===== src/rtl/ptc_pkg.sv =====
// Shared helpers for the perceptron training controller: queue pointer and
// count widths derived from the queue depth, and the global-history shift.
package ptc_pkg;

    // Branch PCs are always 32 bits wide on both predict and resolve sides.
    localparam int unsigned PTC_PC_W    = 32;
    // Widest history the shift helper handles; callers cast down to FEATURES.
    localparam int unsigned PTC_GHR_MAX = 256;

    function automatic int unsigned ptc_ptr_w(input int unsigned depth);
        return (depth > 1) ? $clog2(depth) : 1;
    endfunction

    function automatic int unsigned ptc_cnt_w(input int unsigned depth);
        return $clog2(depth) + 1;
    endfunction

    // Newest outcome enters at bit 0, oldest history bit falls off the top.
    function automatic logic [PTC_GHR_MAX-1:0] ptc_ghr_shift(
        input logic [PTC_GHR_MAX-1:0] ghr,
        input logic                   outcome
    );
        return {ghr[PTC_GHR_MAX-2:0], outcome};
    endfunction

endpackage


===== src/rtl/ptc_inflight_fifo.sv =====
// In-order queue of in-flight predictions: circular storage with read/write
// pointers and an explicit count, a single head read port and a clear-all.
module ptc_inflight_fifo
    import ptc_pkg::*;
#(
    parameter int unsigned WIDTH = 8,
    parameter int unsigned DEPTH = 8
) (
    input  logic                   clk,
    input  logic                   rst,
    input  logic                   push,
    input  logic                   pop,
    input  logic                   clear,
    input  logic [WIDTH-1:0]       push_data,
    output logic [WIDTH-1:0]       head_data,
    output logic [$clog2(DEPTH):0] count,
    output logic                   full,
    output logic                   empty
);

    localparam int unsigned PTR_W = ptc_ptr_w(DEPTH);
    localparam int unsigned CNT_W = ptc_cnt_w(DEPTH);

    logic [WIDTH-1:0] mem [DEPTH];
    logic [PTR_W-1:0] wr_ptr;
    logic [PTR_W-1:0] rd_ptr;

    // Entry storage; no reset needed since count gates every read.
    always_ff @(posedge clk) begin
        if (push && !clear) begin
            mem[wr_ptr] <= push_data;
        end
    end

    // Pointers and count; clear drops every entry and equalises the pointers.
    always_ff @(posedge clk or posedge rst) begin
        if (rst) begin
            wr_ptr <= '0;
            rd_ptr <= '0;
            count  <= '0;
        end else if (clear) begin
            rd_ptr <= wr_ptr;
            count  <= '0;
        end else begin
            if (push) begin
                wr_ptr <= wr_ptr + PTR_W'(1);
            end
            if (pop) begin
                rd_ptr <= rd_ptr + PTR_W'(1);
            end
            if (push && !pop) begin
                count <= count + CNT_W'(1);
            end else if (pop && !push) begin
                count <= count - CNT_W'(1);
            end
        end
    end

    assign head_data = mem[rd_ptr];
    assign full      = (count == CNT_W'(DEPTH));
    assign empty     = (count == '0);

endmodule


===== src/rtl/perceptron_train_ctrl.sv =====
// Training-side companion to the perceptron predictor. Keeps the speculative
// and committed global history, records each issued prediction in order and
// replays it to the train port when the branch resolves. Mispredicts, PC
// sync errors and flushes restore speculative history from the committed one.
// Optional build macro PTC_TRAIN_THRESH_EN: only train on mispredicts or when
// the stored confidence magnitude is at or below THETA.
module perceptron_train_ctrl
    import ptc_pkg::*;
#(
    parameter int unsigned FEATURES = 32,
    parameter int unsigned DEPTH    = 8,
    parameter int unsigned CONF_W   = 16,
    parameter int unsigned THETA    = 24
) (
    input  logic                   clk,
    input  logic                   rst,
    input  logic                   pred_valid,
    input  logic [31:0]            pred_pc,
    input  logic                   pred_taken,
    input  logic [CONF_W-1:0]      pred_conf,
    output logic                   pred_ready,
    output logic [FEATURES-1:0]    predict_features,
    input  logic                   resolve_valid,
    input  logic [31:0]            resolve_pc,
    input  logic                   resolve_taken,
    input  logic                   flush,
    output logic                   train_en,
    output logic [31:0]            train_pc,
    output logic [FEATURES-1:0]    train_features,
    output logic                   actual_taken,
    output logic                   mispredict,
    output logic                   sync_err,
    output logic [$clog2(DEPTH):0] occupancy
);

    typedef struct packed {
        logic [PTC_PC_W-1:0] pc;
        logic [FEATURES-1:0] snap;
        logic                taken;
`ifdef PTC_TRAIN_THRESH_EN
        logic [CONF_W-1:0]   conf;
`endif
    } entry_t;

    entry_t              push_entry;
    entry_t              head_entry;
    logic                q_full;
    logic                q_empty;
    logic [FEATURES-1:0] spec_ghr;
    logic [FEATURES-1:0] arch_ghr;
    logic [FEATURES-1:0] arch_next;
    logic [FEATURES-1:0] spec_shift;
    logic                head_match;
    logic                res_ok;
    logic                res_bad;
    logic                mis;
    logic                clear;
    logic                push;
    logic                train_fire;

    // Resolve classification against the oldest in-flight entry.
    assign head_match = !q_empty && (head_entry.pc == resolve_pc);
    assign res_ok     = resolve_valid && head_match;
    assign res_bad    = resolve_valid && !head_match;
    assign mis        = res_ok && (resolve_taken != head_entry.taken);
    assign clear      = flush || mis || res_bad;
    // Wrong-path pushes are dropped whenever the queue is being cleared.
    assign push       = pred_valid && pred_ready && !clear;

    assign arch_next  = res_ok ? FEATURES'(ptc_ghr_shift(PTC_GHR_MAX'(arch_ghr), resolve_taken))
                               : arch_ghr;
    assign spec_shift = FEATURES'(ptc_ghr_shift(PTC_GHR_MAX'(spec_ghr), pred_taken));

    // Assemble the queue entry with the history before this branch's shift.
    always_comb begin
        push_entry       = '0;
        push_entry.pc    = pred_pc;
        push_entry.snap  = spec_ghr;
        push_entry.taken = pred_taken;
`ifdef PTC_TRAIN_THRESH_EN
        push_entry.conf  = pred_conf;
`endif
    end

`ifdef PTC_TRAIN_THRESH_EN
    logic signed [CONF_W:0] conf_ext;
    logic signed [CONF_W:0] conf_mag;
    logic                   conf_low;

    // One extra bit so the most negative confidence has a representable magnitude.
    assign conf_ext   = $signed({head_entry.conf[CONF_W-1], head_entry.conf});
    assign conf_mag   = conf_ext[CONF_W] ? -conf_ext : conf_ext;
    assign conf_low   = (conf_mag <= $signed((CONF_W+1)'(THETA)));
    assign train_fire = res_ok && (mis || conf_low);
`else
    logic unused_cfg;

    assign unused_cfg = (^pred_conf) ^ (THETA == 0);
    assign train_fire = res_ok;
`endif

    ptc_inflight_fifo #(
        .WIDTH ($bits(entry_t)),
        .DEPTH (DEPTH)
    ) u_fifo (
        .clk       (clk),
        .rst       (rst),
        .push      (push),
        .pop       (res_ok),
        .clear     (clear),
        .push_data (push_entry),
        .head_data (head_entry),
        .count     (occupancy),
        .full      (q_full),
        .empty     (q_empty)
    );

    assign pred_ready       = !q_full;
    assign predict_features = spec_ghr;

    // History registers; recovery restores speculative from the updated committed copy.
    always_ff @(posedge clk or posedge rst) begin
        if (rst) begin
            spec_ghr <= '0;
            arch_ghr <= '0;
        end else begin
            arch_ghr <= arch_next;
            if (clear) begin
                spec_ghr <= arch_next;
            end else if (push) begin
                spec_ghr <= spec_shift;
            end
        end
    end

    // Registered one-cycle strobes and held train payload.
    always_ff @(posedge clk or posedge rst) begin
        if (rst) begin
            train_en       <= 1'b0;
            mispredict     <= 1'b0;
            sync_err       <= 1'b0;
            train_pc       <= '0;
            train_features <= '0;
            actual_taken   <= 1'b0;
        end else begin
            train_en   <= train_fire;
            mispredict <= mis;
            sync_err   <= res_bad;
            if (train_fire) begin
                train_pc       <= head_entry.pc;
                train_features <= head_entry.snap;
                actual_taken   <= resolve_taken;
            end
        end
    end

endmodule


===== config.mk =====
export PLATFORM = sky130hd
export DESIGN_NAME = perceptron_train_ctrl
export DESIGN_NICKNAME = d
export VERILOG_FILES = /design/src/rtl/ptc_pkg.sv /design/src/rtl/ptc_inflight_fifo.sv /design/src/rtl/perceptron_train_ctrl.sv
export SDC_FILE = /design/constraint.sdc
export NUM_CORES = 1
export LEC_CHECK = 0
export ABC_AREA = 1
export CORE_MARGIN = 1.5
export CORE_UTILIZATION = 59
export DETAILED_ROUTE_END_ITERATION = 10
export HOLD_SLACK_MARGIN = 0.03
export PLACE_DENSITY = 0.8
export SLEW_MARGIN = 20
export SYNTH_ARGS = -nofsm -noshare
export SYNTH_HDL_FRONTEND = slang
export SYNTH_SLANG_ARGS = --single-unit

===== constraint.sdc =====
create_clock -name clk -period 6.26 [get_ports clk]
set_input_delay 1.252 -clock clk [delete_from_list [all_inputs] [get_ports clk]]
set_output_delay 1.252 -clock clk [all_outputs]
set_load 0.03 [all_outputs]

==> reports/qor.txt <==
Internal power -> 0.00786 W
Ys flop type -> edfxtp_1
Startpoint types -> register
#FFs+latches synth -> 662
Via count -> 19200
Critical path arrival -> 5.28 ns
Post-DR wirelength/cell -> 20.8 µm
Sequential Power Share -> 43.7%
Die Y -> 217 µm
Root Driver -> clkbuf_16
Worst reg2reg setup slack -> 1.19 ns
Slowest-stage cell, CP -> clkinv_2
Final Critical Period -> 5.07 ns
Post-CTS setup buffers -> 0
Slew HR -> 28.5%
Htree depth -> 3
Max Used Layer -> met5
Syn Nets -> 2525
Min-delay worst type -> reg -> reg
Die area -> 47200 µm²
Critical Path End Type -> register
Post-Route Skew -> 0.0235 ns
Number of global-route vias before repair -> 19000
DR DRC count -> 0
Post-synthesis async set-or-reset flop share -> 21.5%
Post-CTS Resized -> 0
Crit path from -> u_fifo.rd_ptr[2]$_DFFE_PP0P_
Drt via density -> 5.94
Share of cells above drive strength 1 -> 5.74%
Leakage power -> 12.2 nW
DRT iter0 DRCs -> 2282
Ys Warns -> 0
Crit path top cell by count -> nand2_1
Number of flops mapped to enable cells by yosys -> 520
Largest stage delay, worst path -> 0.92 ns
Routed WL -> 67300 µm
R2r endpoint -> u_fifo.mem[4][64]$_DFFE_PP_
CTS Buf Count -> 66
Period Utilization, post-route -> 81.0%
Sw frac -> 30.4%
Reg clk slew, reported paths -> 0.07 ns
Gpl congestion -> 0.896
All-Layer GR Usage -> 28.9%
Nets -> 2672
Clock share of power -> 35.0%
WS Path Type -> reg -> reg
Combinational share of power -> 21.3%
Syn-to-layout area delta -> 16.3%
RSZ-0062 raised after global routing -> false
CTS max path bufs -> 3
Final instance area -> 31500 µm²
Critical-path maximum fanout -> 50
VDD IR max -> 0.257 mV
Hold path start -> train_pc[6]$_DFFE_PP0N_
Final-report setup violation count -> 0
Worst skew pair latency -> 0.59 ns
Met2 wire len -> 33200 µm
GRT Residual Overflow -> 0
TritonCTS clock tree -> yes
Core area -> 45300 µm²
Reported max-cap violation count -> 0
DR WL met3 -> 6220 µm
HPWL after DPL -> 37100 µm
Port bufs -> 175
Worst reg2reg path depth -> 16
PwrDens -> 359 nW/µm²
Final ANT Viol Nets -> 0
Global-route wire length before repair -> 104000 µm
Worst-margin pin slew -> 1.07 ns
Post-Syn Area -> 27100 µm²
Critical Path Sink -> u_fifo.mem[4][64]$_DFFE_PP_
First-pass DRT Iterations -> 6
Mapped Cells -> 2433
Dpl ws -> 1.25 ns
Hold-fix buffers, CTS -> 0
Outcome -> complete, no violations
Mapped Avg Cell Area -> 11.1 µm²
Initial Util -> 59.8%
Initial antenna violation count -> 8
Final WS setup -> 1.19 ns
I/O pin cnt -> 192
Max Slew Vio Count -> 0
Clk sinks -> 662
RR Startpoint -> u_fifo.rd_ptr[2]$_DFFE_PP0P_
Die W -> 217 µm
Fin. Hold Viols -> 0
Largest net degree at the start of global routing -> 196
Row cnt -> 78
Netlist cell types -> 34
Fin Setup TNS -> 0 ns
Net Sw Power -> 0.00344 W
Worst endpoint required time -> 6.46 ns
Sequential share of the synthesized area -> 70.8%
Met1 Routed Length -> 25600 µm
Fmax -> 197 MHz
Placed inst area -> 29300 µm²
Critical path, cell by cell -> buf_4 > clkinv_2 > nand3_1 > nand2_1 > nand2_1 > nand2_1 > nor2_1 > nand3_1 > nor2_1 > nand3_2 > a21oi_4 > nand2_4 > nor2_8 > nand2_1 > nor2_4 > buf_4
sequential cells by signal, summed over array words and instances, names as in the netlist:
| register | count |
|---|---|
| actual_taken | 1 |
| u_fifo.mem | 520 |
| mispredict | 1 |
| arch_ghr | 32 |
| train_en | 1 |
| predict_features | 32 |
| sync_err | 1 |
| train_pc | 32 |
| train_features | 32 |
| u_fifo.wr_ptr | 3 |
| u_fifo.count | 4 |
| u_fifo.rd_ptr | 3 |
logic make-up (layout without fill, tap and decap cells):
logic type      after synthesis  after routing  synth area share, %
flops                       662            662                 70.8
simple gates               1120           1120                 16.8
buf+inv                     274            471                 4.43
other cells                   0              7                    0
compound gates              367            367                 7.51
fa+ha+maj                     5              5                0.259
xor+xnor                      5              5                0.162
how the worst min path moves through the flow:
stage          slack, ns                        endpoint  depth (start not counted)
2_1_floorplan       0.46          arch_ghr[10]$_DFF_PP0_                          2
3_3_place_gp        0.47  train_features[25]$_DFFE_PP0N_                          2
3_5_place_dp        0.47         train_pc[1]$_DFFE_PP0N_                          2
4_1_cts             0.49         train_pc[6]$_DFFE_PP0N_                          2
5_1_grt             0.51  train_features[18]$_DFFE_PP0N_                          2
6_report            0.48         train_pc[6]$_DFFE_PP0N_                          2
metal layers:
| layer | up-vias | global-route usage [%] |
|---|---|---|
| met2 | 1004 | 47.8 |
| met5 | - | 0 |
| met3 | 155 | 4.96 |
| met1 | 9436 | 38.1 |
| met4 | 4 | 12.6 |
| li1 | 8625 | - |
metrics by stage:
step | hold slack (ns) | power [W] | std cells | utilization, %
2_1_floorplan | 0.462 | 0.00664 | 2433 | -
3_3_place_gp | 0.466 | 0.00728 | 3112 | 64.7
3_5_place_dp | 0.466 | 0.00737 | 3112 | 64.7
4_1_cts | 0.487 | 0.0113 | 3230 | 69.4
5_1_grt | 0.508 | 0.0118 | 3235 | 69.5
6_report | 0.478 | 0.0113 | 3237 | 69.5
cell usage after synthesis (all sizes together) (2+ instances only):
library cell | number | area [µm²]
nand2 | 628 | 2360
edfxtp | 520 | 15600
nor2 | 307 | 1180
o21ai | 289 | 1450
nand3 | 157 | 791
inv | 143 | 537
dfrtp | 142 | 3550
buf | 65 | 415
clkbuf | 65 | 244
o22ai | 36 | 225
o221ai | 33 | 289
nand3b | 18 | 135
nand4 | 7 | 50.1
o211ai | 6 | 45.0
xor2 | 5 | 43.8
ha | 4 | 50.1
a21oi | 3 | 26.3
nor3 | 2 | 15.0
layout make-up:
| class | count | area (µm²) |
|---|---|---|
| Inverter | 144 | 553 |
| Timing Repair Buffer | 209 | 2040 |
| Antenna cell | 7 | 17.5 |
| Clock inverter | 31 | 303 |
| Clock buffer | 87 | 1860 |
| Tap cell | 600 | 751 |
| Sequential cell | 662 | 19200 |
| Multi-Input combinational cell | 1497 | 6760 |
| Fill cell | 3025 | 13800 |
placed cells by master (no fill, tap or decap), types with 3 or more instances in the layout:
cell type | Yosys | layout
clkinv_2 | 0 | 11
o21ai_0 | 280 | 280
inv_6 | 0 | 3
edfxtp_1 | 520 | 520
nand3b_1 | 18 | 18
clkbuf_1 | 65 | 14
nand3_1 | 156 | 156
nor2_4 | 1 | 9
buf_12 | 0 | 3
ha_1 | 4 | 4
dfrtp_1 | 142 | 140
xor2_1 | 5 | 5
inv_1 | 141 | 140
nand2_1 | 627 | 626
bufinv_16 | 0 | 6
nor2_1 | 303 | 295
diode_2 | 0 | 7
o21ai_1 | 9 | 9
o211ai_1 | 6 | 6
nand4_1 | 6 | 6
clkinv_1 | 1 | 12
clkbuf_16 | 0 | 71
buf_4 | 17 | 31
o221ai_1 | 33 | 33
clkdlybuf4s50_1 | 0 | 175
o22ai_1 | 36 | 36
power by group through the flow:
stage	Sequential, W	Combinational (W)	Clock, W
detailed placement	0.00503	0.00234	0
global route	0.00495	0.00265	0.00415
CTS	0.00494	0.00238	0.00398
finish	0.00494	0.00241	0.00395
floorplan	0.00499	0.00164	0
global placement	0.00502	0.00225	0
worst max-delay path: cells and delay by family, from the launching register on:
kind / cells / cell delay [ns]
AOI/OAI and AO/OA: 1 / 0.21
and+or+nand+nor: 12 / 2.09
buffers and inverters: 3 / 2.00
DFF: 1 / 0.33
(Power assumes the default switching activity.)
